==> src/rtl/genius_pkg.sv <==
// Shared definitions for the Genius colour-sequence player.
// Colour codes match the select encoding of the downstream 4:1 mux.
package genius_pkg;

    typedef logic [1:0] colour_t;

    localparam colour_t C_GREEN  = 2'b00;
    localparam colour_t C_RED    = 2'b01;
    localparam colour_t C_YELLOW = 2'b10;
    localparam colour_t C_BLUE   = 2'b11;

    typedef enum logic [1:0] {
        IDLE = 2'd0,
        ON   = 2'd1,
        OFF  = 2'd2,
        FIN  = 2'd3
    } state_t;

    localparam int DEF_ON_CYC  = 4;
    localparam int DEF_OFF_CYC = 2;

endpackage

==> src/rtl/genius_seq_mem.sv <==
// Colour sequence store: DEPTH x 2-bit register file.
// Synchronous write, asynchronous read; contents survive reset.
module genius_seq_mem
    import genius_pkg::*;
#(
    parameter int DEPTH = 16,
    parameter int AW    = 4
) (
    input  logic          clk,
    input  logic          wr_en,
    input  logic [AW-1:0] wr_addr,
    input  colour_t       wr_data,
    input  logic [AW-1:0] rd_addr,
    output colour_t       rd_data
);

    colour_t mem [DEPTH];

    always_ff @(posedge clk) begin
        if (wr_en) begin
            mem[wr_addr] <= wr_data;
        end
    end

    assign rd_data = mem[rd_addr];

endmodule

==> src/rtl/genius_seq_player.sv <==
// Plays the first LEN stored colours: SHOW high ON_CYC cycles,
// then dark OFF_CYC cycles per step; DONE pulses after the last one.
module genius_seq_player
    import genius_pkg::*;
#(
    parameter int DEPTH   = 16,
    parameter int AW      = 4,
    parameter int ON_CYC  = DEF_ON_CYC,
    parameter int OFF_CYC = DEF_OFF_CYC,
    parameter int CW      = 16
) (
    input  logic          CLK,
    input  logic          RST,
    input  logic          WR_EN,
    input  logic [AW-1:0] WR_ADDR,
    input  logic [1:0]    WR_DATA,
    input  logic [AW:0]   LEN,
    input  logic          START,
    output logic [1:0]    SEL,
    output logic          SHOW,
    output logic          BUSY,
    output logic          DONE
);

    localparam logic [AW:0]   LEN_MAX = (AW+1)'(DEPTH);
    localparam logic [CW-1:0] ON_LD   = CW'(ON_CYC - 1);
    localparam logic [CW-1:0] OFF_LD  = CW'(OFF_CYC - 1);

    state_t        state;
    logic [AW:0]   step;
    logic [AW:0]   step_nx;
    logic [AW:0]   len_q;
    logic [CW-1:0] timer;
    logic [AW-1:0] rd_addr;
    colour_t       rd_data;

    assign step_nx = step + 1'b1;
    // One read port: step 0 when launching, otherwise the next step.
    assign rd_addr = (state == IDLE) ? '0 : step_nx[AW-1:0];

    genius_seq_mem #(
        .DEPTH (DEPTH),
        .AW    (AW)
    ) u_mem (
        .clk     (CLK),
        .wr_en   (WR_EN),
        .wr_addr (WR_ADDR),
        .wr_data (WR_DATA),
        .rd_addr (rd_addr),
        .rd_data (rd_data)
    );

    always_ff @(posedge CLK) begin
        if (RST) begin
            state <= IDLE;
            SEL   <= C_GREEN;
            SHOW  <= 1'b0;
            BUSY  <= 1'b0;
            DONE  <= 1'b0;
            step  <= '0;
            len_q <= '0;
            timer <= '0;
        end else begin
            DONE <= 1'b0;
            unique case (state)
                IDLE: begin
                    // The DONE cycle itself does not accept a new START.
                    if (START && !DONE) begin
                        if (LEN == '0) begin
                            state <= FIN;
                        end else begin
                            len_q <= (LEN > LEN_MAX) ? LEN_MAX : LEN;
                            step  <= '0;
                            SEL   <= rd_data;
                            SHOW  <= 1'b1;
                            BUSY  <= 1'b1;
                            timer <= ON_LD;
                            state <= ON;
                        end
                    end
                end
                ON: begin
                    if (timer == '0) begin
                        SHOW  <= 1'b0;
                        timer <= OFF_LD;
                        state <= OFF;
                    end else begin
                        timer <= timer - 1'b1;
                    end
                end
                OFF: begin
                    if (timer != '0) begin
                        timer <= timer - 1'b1;
                    end else if (step_nx < len_q) begin
                        step  <= step_nx;
                        SEL   <= rd_data;
                        SHOW  <= 1'b1;
                        timer <= ON_LD;
                        state <= ON;
                    end else begin
                        BUSY  <= 1'b0;
                        state <= FIN;
                    end
                end
                FIN: begin
                    DONE  <= 1'b1;
                    state <= IDLE;
                end
                default: state <= IDLE;
            endcase
        end
    end

endmodule

==> config.mk <==
export PLATFORM = sky130hd
export DESIGN_NAME = genius_seq_player
export DESIGN_NICKNAME = d
export VERILOG_FILES = /design/src/rtl/genius_pkg.sv /design/src/rtl/genius_seq_mem.sv /design/src/rtl/genius_seq_player.sv
export SDC_FILE = /design/constraint.sdc
export NUM_CORES = 1
export LEC_CHECK = 0
export ABC_AREA = 0
export CAP_MARGIN = 20
export CORE_UTILIZATION = 30
export DETAILED_ROUTE_END_ITERATION = 10
export GPL_ROUTABILITY_DRIVEN = 0
export SETUP_SLACK_MARGIN = 0.2
export SLEW_MARGIN = 20
export SYNTH_ARGS = -nofsm -noshare
export SYNTH_HDL_FRONTEND = slang
export SYNTH_HIERARCHICAL = 1
export SYNTH_SLANG_ARGS = --single-unit
==> constraint.sdc <==
create_clock -name CLK -period 7.2 [get_ports CLK]
set_input_delay 1.8 -clock CLK [delete_from_list [all_inputs] [get_ports CLK]]
set_output_delay 1.8 -clock CLK [all_outputs]
set_load 0.03 [all_outputs]
==> results of run 1 <==
how the worst max path moves through the flow:
stage / startpoint / to
2_1_floorplan: LEN[2] / timer[4]$_SDFFE_PP0P_
3_3_place_gp: START / step[0]$_SDFFE_PP0P_
3_5_place_dp: START / step[0]$_SDFFE_PP0P_
6_report: START / step[0]$_SDFFE_PP0P_
4_1_cts: START / step[0]$_SDFFE_PP0P_
5_1_grt: START / step[0]$_SDFFE_PP0P_
per-layer routing:
metal  track usage  wire length [um]
met1         0.165              3240
met2         0.204              3070
met3        0.0401               279
met4        0.0391                88
met5             0                 0
cell usage in the layout, fill, tap and decap left out, drive strengths merged, types with 8 or more instances in the layout:
master and n:
clkdlybuf4s50 19, nand2b 10, nor2 39, clkbuf 10
nand2 18, o21ai 15, mux4 8, dfxtp 33
nand3 10, inv 12, edfxtp 32, nor3 10
a21oi 24, ha 10
area by class of cell:
class / count / area, um^2 / area share
clock buffer: 10 / 128 / 0.0334
multi-input combinational: 221 / 1590 / 0.415
tap: 136 / 170 / 0.0445
sequential: 65 / 1620 / 0.424
clock inverter: 6 / 82.6 / 0.0216
inverter: 12 / 45.0 / 0.0118
timing repair buffer: 19 / 190 / 0.0498
power groups by stage:
| stage | Combinational, W | Sequential [W] | Clock (W) |
|---|---|---|---|
| after floorplan | 0.000496 | 0.000488 | 0 |
| final | 0.000625 | 0.000470 | 0.000332 |
| after detailed placement | 0.000625 | 0.000479 | 0 |
| after global routing | 0.000702 | 0.000476 | 0.000359 |
| after CTS | 0.000627 | 0.000471 | 0.000344 |
| after global placement | 0.000622 | 0.000478 | 0 |
tightest hold or removal path: stages (launching register included):
cell                      delay [ns]
sky130_fd_sc_hd__dfxtp_1        0.31
sky130_fd_sc_hd__nand2_1        0.05
sky130_fd_sc_hd__a21oi_1        0.05
sequential cells by signal, indices dropped and copies added, names as in the netlist:
signal,flops
timer,16
BUSY,1
SHOW,1
DONE,1
SEL,2
state,2
step,5
len_q,5
u_mem/mem,32
cell families (layout without fill, tap and decap cells):
family,count (synthesis),after routing,share of synthesized area
simple gates,124,124,0.209
compound gates,70,70,0.148
flops,65,65,0.490
buf+inv,22,47,0.0303
fa+ha+maj,10,10,0.0378
mux,10,10,0.0655
xor+xnor,7,7,0.0185
stage by stage:
| step | instances | total power (W) | utilization |
|---|---|---|---|
| after global placement | 453 | 0.00110 | 0.344 |
| after global routing | 469 | 0.00154 | 0.364 |
| after floorplan | 308 | 0.000984 | - |
| after CTS | 469 | 0.00144 | 0.364 |
| final | 469 | 0.00143 | 0.364 |
| after detailed placement | 453 | 0.00110 | 0.344 |
==> results.md, run 1 <==
- Status: finished, final reports clean
- Die outline area: between 10000 and 15000 um^2
- Count of filler cells inserted in the layout: approximately 1000
- Layout overhead on the synthesized area: 15.6%
- Worst min path class: register to register
- Number of flops mapped to enable cells by yosys: 32
- Cell type group with the largest total delay on the critical path: simple AND/OR/NAND/NOR gates
- Syn Std Cell Area: around 3300 um^2
- Number of cells on the worst reg-to-reg path: 10
- Antenna-violating nets left: 0
- Share of Yosys cell area claimed by the top area cell type: 0.291
- Setup Slack @ Placement: 3.15 ns
- Worst hold margin: approximately 0.45 ns
- Leading cell types by total area after synthesis: sky130_fd_sc_hd__edfxtp_1 29%, sky130_fd_sc_hd__dfxtp_1 20%, sky130_fd_sc_hd__nor2_1 4.4%
- Seq cells post-synth: 65
- Setup violation total in the final timing report: 0
- Static Leak: approximately 1.3 nW
- Total congestion overflow after global routing: 0
- Type of the setup path with the least slack: primary input to register
- Via count of the first global-routing pass: roughly 2300
- Total stage count of the critical path: 7
- Setup repair bufs after CTS: 0
- Avg WL per Cell: about 14 um
- Net total in the final layout: roughly 350
- Post-route design area: 3820 um^2
- Ports placed on the boundary: 20
- Fmax: 267 MHz
- Switching Fraction: 0.389
- Setup repair after global routing missed its margin: false
- Detailed-routing iteration count for the pre-antenna-repair pass: 5
- Destination of the worst hold path: len_q[1]$_SDFFE_PP0P_
- Cell accounting for the most synthesized area: sky130_fd_sc_hd__edfxtp_1
- Die Height: roughly 110 um
- Setup TNS: 0 ns
- Pin count of the biggest net entering global routing: 28
- Proportion of register bits with asynchronous set or reset after synthesis: 0
- Combinational group share of total power: 0.438
- Maximum fanout along the worst path: 8
- N_diodes: 0
- Worst slew margin relative to its limit: 0.331
- Buf+Inv Stages, Crit Path: 1
- Clock share of power: 0.233
- Prevailing post-synth register cell: sky130_fd_sc_hd__dfxtp_1
- Detailed Place HPWL: 4.75 mm
- Max-capacitance violation count: 0
- Required time of the critical path: between 7 and 8 ns
- Number of max-slew violations in the final report: 0
- Top cell types by occurrence after synthesis: 39 x sky130_fd_sc_hd__nor2_1, 33 x sky130_fd_sc_hd__dfxtp_1, 32 x sky130_fd_sc_hd__edfxtp_1, 22 x sky130_fd_sc_hd__a21oi_1, 18 x sky130_fd_sc_hd__nand2_1
- Buffers from clock root to sink, at most: 2
- Capturing element type of the critical path: register
- Power per Cell Area: between 300 and 400 nW/um^2
- Reg2Reg Setup Slack: 4.09 ns
- Worst voltage drop across the vdd grid: about 0.2 mV
- IO buf count: 19
- Initial drt markers: 101
- Part of the power in registers: 0.329
- Mapped Nets: around 330
- CTS Buf Count: 9
- Per-cell via count in the routed design: 5.05
- Synthesized area per cell: 10.7 um^2
- Actual transition at the worst max-transition pin: 1.00 ns
- CTS Hold Buffers Added: 0
- Final Worst Setup Slack: about 3.5 ns
- Series of cell instances along the critical path: clkdlybuf4s50_1, nor2b_1, a21boi_0, nand2b_1, nand2_1, nor3_1, mux2_2
- Start point of the worst hold path: len_q[1]$_SDFFE_PP0P_
- Min-Delay Path Depth: 2
- Clk_lat worst skew: around 0.34 ns
- Post-cts gate resize count: 0
- Initial cell density of the core: 0.315
- Residual DRC count: 0
- Startpoint kind of the worst setup timing path: primary input
- # clock sinks: 65
- Terminus of the critical flop-to-flop path: timer[12]$_SDFFE_PP0P_
- Wire length reported by the detailed router: between 6 and 7 mm
- Slowest Stage Delay on Critical Path: ~0.45 ns
- WP data arrival: slightly above 4 ns
- Instance area at placement: ~3600 um^2
- Power spent charging and discharging nets: ~0.00055 W
- Final min period: between 3 and 4 ns
- TritonCTS clock tree: built
- Area of the core region: between 10000 and 15000 um^2
- Number of instances in the synthesized netlist: 308
- Clock transition at the register clock pins on the worst setup and hold paths after CTS: about 0.070 ns
- CP max-delay cell: sky130_fd_sc_hd__nor2b_1
- Count of vias placed by the detailed router: approximately 2400
- Total number of yosys warnings: 6
- Most frequent cell after synthesis: sky130_fd_sc_hd__nor2_1
- Die X: 107 um
- Wire length of the first global-routing pass: about 11 mm
- Internal power consumption: roughly 0.00087 W
- Fraction of layout cells with a size suffix above 1: 0.126
- Portion of the post-synthesis area used by sequential elements: 0.490
- Number of distinct library cells after synthesis: 60
- H-Tree Level Count: 3
- Origin of the critical flop-to-flop path: step[0]$_SDFFE_PP0P_
- Rows: 37
- Crit share post-route: 0.520
- GRT Util Overall: 0.128
- Clock root cell: sky130_fd_sc_hd__clkbuf_8
- Antenna violations before repair: 0
- Setup clock skew after layout: 0.00692 ns
- Count of final hold-check violations: 0
Note: power is estimated with default switching activity, not from simulation.
==> run 2, diff against run 1 <==
==> constraint.sdc (replaced) <==
create_clock -name CLK -period 3.35 [get_ports CLK]
set_input_delay 0.8375 -clock CLK [delete_from_list [all_inputs] [get_ports CLK]]
set_output_delay 0.8375 -clock CLK [all_outputs]
set_load 0.03 [all_outputs]
==> results.md, run 2 (same netlist as run 1, synthesis figures left out) <==
- Status: finished, final reports clean
- Startpoint kind of the worst setup timing path: register
- Ports placed on the boundary: 20 (unchanged)
- Fraction of layout cells with a size suffix above 1: 0.142 (+0.0155)
- Wire length reported by the detailed router: 6.79 mm (+1.7%)
- Die Height: 107 um (unchanged)
- Post-Layout Cell Count: 475 (+1.3%)
- IO buf count: 19 (unchanged)
- Wire length of the first global-routing pass: 11.1 mm (-1.3%)
- Pin count of the biggest net entering global routing: 17 (-39%)
- Setup clock skew after layout: 0.0103 ns (+0.00339 ns)
- Number of max-slew violations in the final report: 0 (unchanged)
- Post-cts gate resize count: 0 (unchanged)
- Via count of the first global-routing pass: 2278 (-0.91%)
- Clock share of power: 0.216 (-0.017)
- Reg with most FFs: u_mem/mem
- Clock transition at the register clock pins on the worst setup and hold paths after CTS: 0.08 ns (about the same)
- Required time of the critical path: 3.63 ns (-3.86 ns)
- Power spent charging and discharging nets: 0.00122 W (+120%)
- Initial drt markers: 90 (-11%)
- GRT Util Overall: 0.129 (+0.000966)
- Type of the setup path with the least slack: register to register
- Worst min path class: register to register
- Setup TNS: 0 ns (unchanged)
- CTS Buf Count: 9 (unchanged)
- Placed Instances: 459 (+1.3%)
- Worst voltage drop across the vdd grid: 0.388 mV (+91%)
- Worst hold margin: 0.465 ns (+0.0143 ns)
- Combinational group share of total power: 0.453 (+0.015)
- Fmax: between 300 and 400 MHz
- Net total in the final layout: 359 (+1.7%)
- Origin of the critical flop-to-flop path: step[0]$_SDFFE_PP0P_
- Count of vias placed by the detailed router: 2388 (+0.76%)
- CTS Hold Buffers Added: 0 (unchanged)
- Worst Setup SP: step[0]$_SDFFE_PP0P_
- Series of cell instances along the critical path: ha_1, nand2b_1, nand2_1, ha_1, a21oi_1, o21ai_0, a41oi_2, o21ai_4, or4_1, a21oi_1
- Setup repair bufs after CTS: 0 (unchanged)
- Core utilization of the finished layout: 0.367 (+0.00286)
- Slowest Stage Delay on Critical Path: 0.51 ns (+0.06 ns)
- Antenna violations before repair: 0 (unchanged)
- Actual transition at the worst max-transition pin: 0.712 ns (-0.289 ns)
- WP data arrival: 3.04 ns (-1.00 ns)
- Rows: 37 (unchanged)
- Max-capacitance violation count: 0 (unchanged)
- TritonCTS clock tree: built
- Internal power consumption: 0.00183 W (+110%)
- # clock sinks: 65 (unchanged)
- Die outline area: 11400 um^2 (unchanged)
- Initial cell density of the core: 0.315 (unchanged)
- Worst slew margin relative to its limit: 0.524 (+0.193)
- Buf+Inv Stages, Crit Path: 0 (-1)
- Terminus of the critical flop-to-flop path: timer[10]$_SDFFE_PP0P_
- Total stage count of the critical path: 10 (+3)
- Setup violation total in the final timing report: 0 (unchanged)
- Area of the core region: 10500 um^2 (unchanged)
- N_diodes: 0 (unchanged)
- Total congestion overflow after global routing: 0 (unchanged)
- Setup repair after global routing missed its margin: false
- Residual DRC count: 0 (unchanged)
- Detailed Place HPWL: 4.83 mm (+1.8%)
- H-Tree Level Count: 3 (unchanged)
- Number of cells on the worst reg-to-reg path: 10 (unchanged)
- Per-cell via count in the routed design: 5.03 (-0.51%)
- Worst setup path endpoint: timer[10]$_SDFFE_PP0P_
- Final min period: 2.76 ns
- Count of final hold-check violations: 0 (unchanged)
- Capturing element type of the critical path: register
- Power per Cell Area: 792 nW/um^2 (+110%)
- Static Leak: 1.36 nW (+1.2%)
- Crit share post-route: 0.825
- Clk_lat worst skew: 0.35 ns (about the same)
- Part of the power in registers: 0.331 (+0.002)
- CP max-delay cell: sky130_fd_sc_hd__a41oi_2
- Count of filler cells inserted in the layout: 1001 (-4.2%)
- Reg2Reg Setup Slack: 0.59 ns (-3.50 ns)
- Commonest non-fill, non-tap cell in the layout: sky130_fd_sc_hd__nor2_1
- Avg WL per Cell: 14.3 um (+0.42%)
- Total power after layout: 0.00305 W (+110%)
- Detailed-routing iteration count for the pre-antenna-repair pass: 4 (-1)
- Biggest regs: u_mem/mem (32), timer (16)
- Clock root cell: sky130_fd_sc_hd__clkbuf_8
- Maximum fanout along the worst path: 10 (+2)
- Max FFs per register: 32 (unchanged)
- Buffers from clock root to sink, at most: 2 (unchanged)
- Start point of the worst hold path: len_q[3]$_SDFFE_PP0P_
- Layout overhead on the synthesized area: 16.5%
- Die X: 107 um (unchanged)
- Switching Fraction: 0.401 (+0.0126)
- Cell type group with the largest total delay on the critical path: compound AO/OA/AOI/OAI gates
- Highest-count cells in the layout ignoring fill and taps: 39 x sky130_fd_sc_hd__nor2_1, 33 x sky130_fd_sc_hd__dfxtp_1, 32 x sky130_fd_sc_hd__edfxtp_1
- Antenna-violating nets left: 0 (unchanged)
## run 2: cell type report
| type | instances | area [um^2] | share of cell area |
|---|---|---|---|
| Sequential cell | 65 | 1620 | 0.421 |
| Inverter | 12 | 45.0 | 0.0117 |
| Tap cell | 136 | 170 | 0.0442 |
| Multi-Input combinational cell | 221 | 1590 | 0.411 |
| Timing Repair Buffer | 25 | 235 | 0.0611 |
| Clock inverter | 7 | 71.3 | 0.0185 |
| Clock buffer | 9 | 124 | 0.0322 |
## run 2: power groups by stage
stage | logic (W) | registers (W) | clock network [W]
after floorplan | 0.00107 | 0.00105 | 0
after global placement | 0.00136 | 0.00102 | 0
after detailed placement | 0.00137 | 0.00103 | 0
after CTS | 0.00138 | 0.00101 | 0.000681
after global routing | 0.00152 | 0.00102 | 0.000721
final | 0.00138 | 0.00101 | 0.000660
## run 2: how the worst min path moves through the flow
stage,depth (start not counted),endpoint,slack (ns)
2_1_floorplan,2,len_q[0]$_SDFFE_PP0P_,0.43
3_3_place_gp,2,len_q[3]$_SDFFE_PP0P_,0.44
3_5_place_dp,2,len_q[2]$_SDFFE_PP0P_,0.45
4_1_cts,2,len_q[2]$_SDFFE_PP0P_,0.47
5_1_grt,2,len_q[2]$_SDFFE_PP0P_,0.48
6_report,2,len_q[3]$_SDFFE_PP0P_,0.47
## run 2: worst reg2reg max path, cell delays in order, from the launching register on
cell and delay (ns):
sky130_fd_sc_hd__dfxtp_1 0.42, sky130_fd_sc_hd__ha_1 0.21, sky130_fd_sc_hd__nand2b_1 0.17, sky130_fd_sc_hd__nand2_1 0.07
sky130_fd_sc_hd__ha_1 0.29, sky130_fd_sc_hd__a21oi_1 0.12, sky130_fd_sc_hd__o21ai_0 0.17, sky130_fd_sc_hd__a41oi_2 0.51
sky130_fd_sc_hd__o21ai_4 0.16, sky130_fd_sc_hd__or4_1 0.43, sky130_fd_sc_hd__a21oi_1 0.15
## run 2: per-stage QoR
step                      setup slack [ns]  instance area, um^2
after CTS                            0.591                 3850
after global placement               0.634                 3660
after detailed placement             0.611                 3660
after global routing                 0.370                 3850
after floorplan                       1.08                 3310
final                                0.588                 3850
## run 2: metal layers
| layer | part of all wire | global-route usage |
|---|---|---|
| met5 | 0 | 0 |
| met4 | 0.0080 | 0.0460 |
| met3 | 0.062 | 0.0517 |
| met2 | 0.45 | 0.201 |
| met1 | 0.48 | 0.161 |
==> run 3, diff against run 2 <==
==> constraint.sdc (replaced) <==
create_clock -name CLK -period 2.3 [get_ports CLK]
set_input_delay 0.575 -clock CLK [delete_from_list [all_inputs] [get_ports CLK]]
set_output_delay 0.575 -clock CLK [all_outputs]
set_load 0.03 [all_outputs]
==> results.md, run 3 (same netlist as run 1, synthesis figures left out) <==
- Worst min path class: register to register
- IO buf count: 19 (unchanged)
- Biggest regs: u_mem/mem (32), timer (16)
- Setup repair after global routing missed its margin: true
- Type of the setup path with the least slack: register to register
- Initial drt markers: 127 (+41%)
- Post-Layout Cell Count: 521 (+9.7%)
- Die Height: 107 um (unchanged)
- Wire length reported by the detailed router: 7.45 mm (+9.8%)
- Core utilization of the finished layout: 0.426 (+0.0593)
- Detailed Place HPWL: 5.32 mm (+10%)
- Layout overhead on the synthesized area: 35.3%
- Ports placed on the boundary: 20 (unchanged)
- Reg2Reg Setup Slack: 0.08 ns (-0.51 ns)
- Via count of the first global-routing pass: 2606 (+14%)
- Max FFs per register: 32 (unchanged)
- Count of vias placed by the detailed router: 2585 (+8.2%)
- Setup Slack @ Placement: -0.0968 ns (-0.708 ns)
- Fmax: 451 MHz (+24%)
- WP data arrival: 2.51 ns (-0.53 ns)
- Min-Delay Path Depth: 2 (unchanged)
- CTS Hold Buffers Added: 0 (unchanged)
- Fraction of layout cells with a size suffix above 1: 0.338 (+0.196)
- Final Worst Setup Slack: 0.0806 ns (-0.507 ns)
- Required time of the critical path: 2.59 ns (-1.04 ns)
- Power per Cell Area: 1150 nW/um^2 (+45%)
- Worst hold margin: 0.458 ns (-0.00749 ns)
- # clock sinks: 65 (unchanged)
- Antenna violations before repair: 0 (unchanged)
- Initial cell density of the core: 0.315 (unchanged)
- CTS Buf Count: 9 (unchanged)
- Number of cells on the worst reg-to-reg path: 9 (-1)
- Avg WL per Cell: 14.3 um (about the same)
- Wire length of the first global-routing pass: 12.2 mm (+9.9%)
- Setup clock skew after layout: 0.00496 ns (-0.00535 ns)
- Origin of the critical flop-to-flop path: step[0]$_SDFFE_PP0P_
- Worst Setup SP: step[0]$_SDFFE_PP0P_
- Clk_lat worst skew: 0.35 ns (about the same)
- Static Leak: 1.63 nW (+20%)
- Per-cell via count in the routed design: 4.96 (-1.3%)
- Count of final hold-check violations: 0 (unchanged)
- Antenna-violating nets left: 0 (unchanged)
- Capturing element type of the critical path: register
- Buffers from clock root to sink, at most: 2 (unchanged)
- Total congestion overflow after global routing: 0 (unchanged)
- Maximum fanout along the worst path: 4 (-6)
- Reg with most FFs: u_mem/mem
- Worst slew margin relative to its limit: 0.632 (+0.108)
- Crit share post-route: 0.965 (+0.140)
- Startpoint kind of the worst setup timing path: register
- Number of max-slew violations in the final report: 0 (unchanged)
- Highest-count cells in the layout ignoring fill and taps: 43 x sky130_fd_sc_hd__buf_4, 37 x sky130_fd_sc_hd__nor2_1, 32 x sky130_fd_sc_hd__edfxtp_1
- Max-capacitance violation count: 0 (unchanged)
- Clock transition at the register clock pins on the worst setup and hold paths after CTS: 0.07 ns (about the same)
- Terminus of the critical flop-to-flop path: timer[12]$_SDFFE_PP0P_
- Placed Instances: 496 (+8.1%)
- TritonCTS clock tree: built
- Rows: 37 (unchanged)
- Die outline area: 11400 um^2 (unchanged)
- Pin count of the biggest net entering global routing: 17 (unchanged)
- Commonest non-fill, non-tap cell in the layout: sky130_fd_sc_hd__buf_4
- Clock root cell: sky130_fd_sc_hd__clkbuf_8
- Detailed-routing iteration count for the pre-antenna-repair pass: 4 (unchanged)
- GRT Util Overall: 0.140 (+0.0110)
- Residual DRC count: 0 (unchanged)
- Actual transition at the worst max-transition pin: 0.550 ns (-0.162 ns)
- Total power after layout: 0.00515 W (+69%)
- Die X: 107 um (unchanged)
- N_diodes: 0 (unchanged)
- H-Tree Level Count: 3 (unchanged)
- Area of the core region: 10500 um^2 (unchanged)
- Final min period: 2.22 ns (-0.543 ns)
- Net total in the final layout: 405 (+13%)
- Worst setup path endpoint: timer[12]$_SDFFE_PP0P_
- Setup violation total in the final timing report: 0 (unchanged)
- Status: finished, final reports clean
- Worst voltage drop across the vdd grid: 0.561 mV (+44%)
==> run 3: changes by cell type in the layout (fill, tap and decap cells not counted), moves of 5 or more <==
cell and delta:
sky130_fd_sc_hd__ha_1 -5, sky130_fd_sc_hd__a21oi_1 -5, sky130_fd_sc_hd__buf_6 +7, sky130_fd_sc_hd__o21ai_0 -9
sky130_fd_sc_hd__o21ai_2 +6, sky130_fd_sc_hd__buf_4 +37
==> run 3: area by class of cell <==
type	count	area (um^2)
multi-input combinational	221	1840
timing repair buffer	71	617
fill	984	6030
inverter	12	45.0
clock buffer	12	135
sequential	65	1630
tap	136	170
clock inverter	4	43.8
==> run 3: worst min-delay path by stage <==
stage,startpoint,to,slack [ns]
final,timer[15]$_SDFFE_PP0P_,timer[15]$_SDFFE_PP0P_,0.46
after global routing,len_q[0]$_SDFFE_PP0P_,len_q[0]$_SDFFE_PP0P_,0.48
after CTS,len_q[2]$_SDFFE_PP0P_,len_q[2]$_SDFFE_PP0P_,0.47
after detailed placement,len_q[1]$_SDFFE_PP0P_,len_q[1]$_SDFFE_PP0P_,0.45
after global placement,len_q[2]$_SDFFE_PP0P_,len_q[2]$_SDFFE_PP0P_,0.45
after floorplan,len_q[0]$_SDFFE_PP0P_,len_q[0]$_SDFFE_PP0P_,0.43
==> run 3: critical path, stage by stage, from the launching register on <==
cell	delay, ns
sky130_fd_sc_hd__dfxtp_4	0.36
sky130_fd_sc_hd__ha_4	0.17
sky130_fd_sc_hd__nand3_4	0.10
sky130_fd_sc_hd__xnor2_4	0.21
sky130_fd_sc_hd__ha_4	0.24
sky130_fd_sc_hd__buf_6	0.12
sky130_fd_sc_hd__a41oi_4	0.32
sky130_fd_sc_hd__o21ai_4	0.09
sky130_fd_sc_hd__or4_4	0.42
sky130_fd_sc_hd__a21oi_2	0.12
==> run 3: metrics by stage <==
stage	TNS, ns	instance area [um^2]
floorplan	0	3340
global placement	-0.711	3980
detailed placement	-1.01	3980
CTS	0	4320
global route	-0.0110	4480
finish	0	4480
==> run 3: report_power, final <==
part | switching, W | internal [W] | leakage, nW | total, W
logic | 0.00143 | 0.00132 | 0.979 | 0.00275
registers | 0.000124 | 0.00136 | 0.560 | 0.00148
clock network | 0.000423 | 0.000494 | 0.0918 | 0.000918
==> run 3: metal layers <==
layer / track usage / share of wire / vias up
met4: 0.0460 / 0.0099 / 0
li1: - / - / 1287
met3: 0.0511 / 0.043 / 7
met5: 0 / 0 / -
met1: 0.162 / 0.46 / 1255
met2: 0.239 / 0.49 / 36
==> run 3: repair_timing <==
| item | 4_1_cts | 5_1_grt |
|---|---|---|
| pin swaps | 14 | 26 |
| setup buffers | 5 | 4 |
| endpoints found under the setup margin | 25 | 26 |
| gates resized for setup | 28 | 32 |
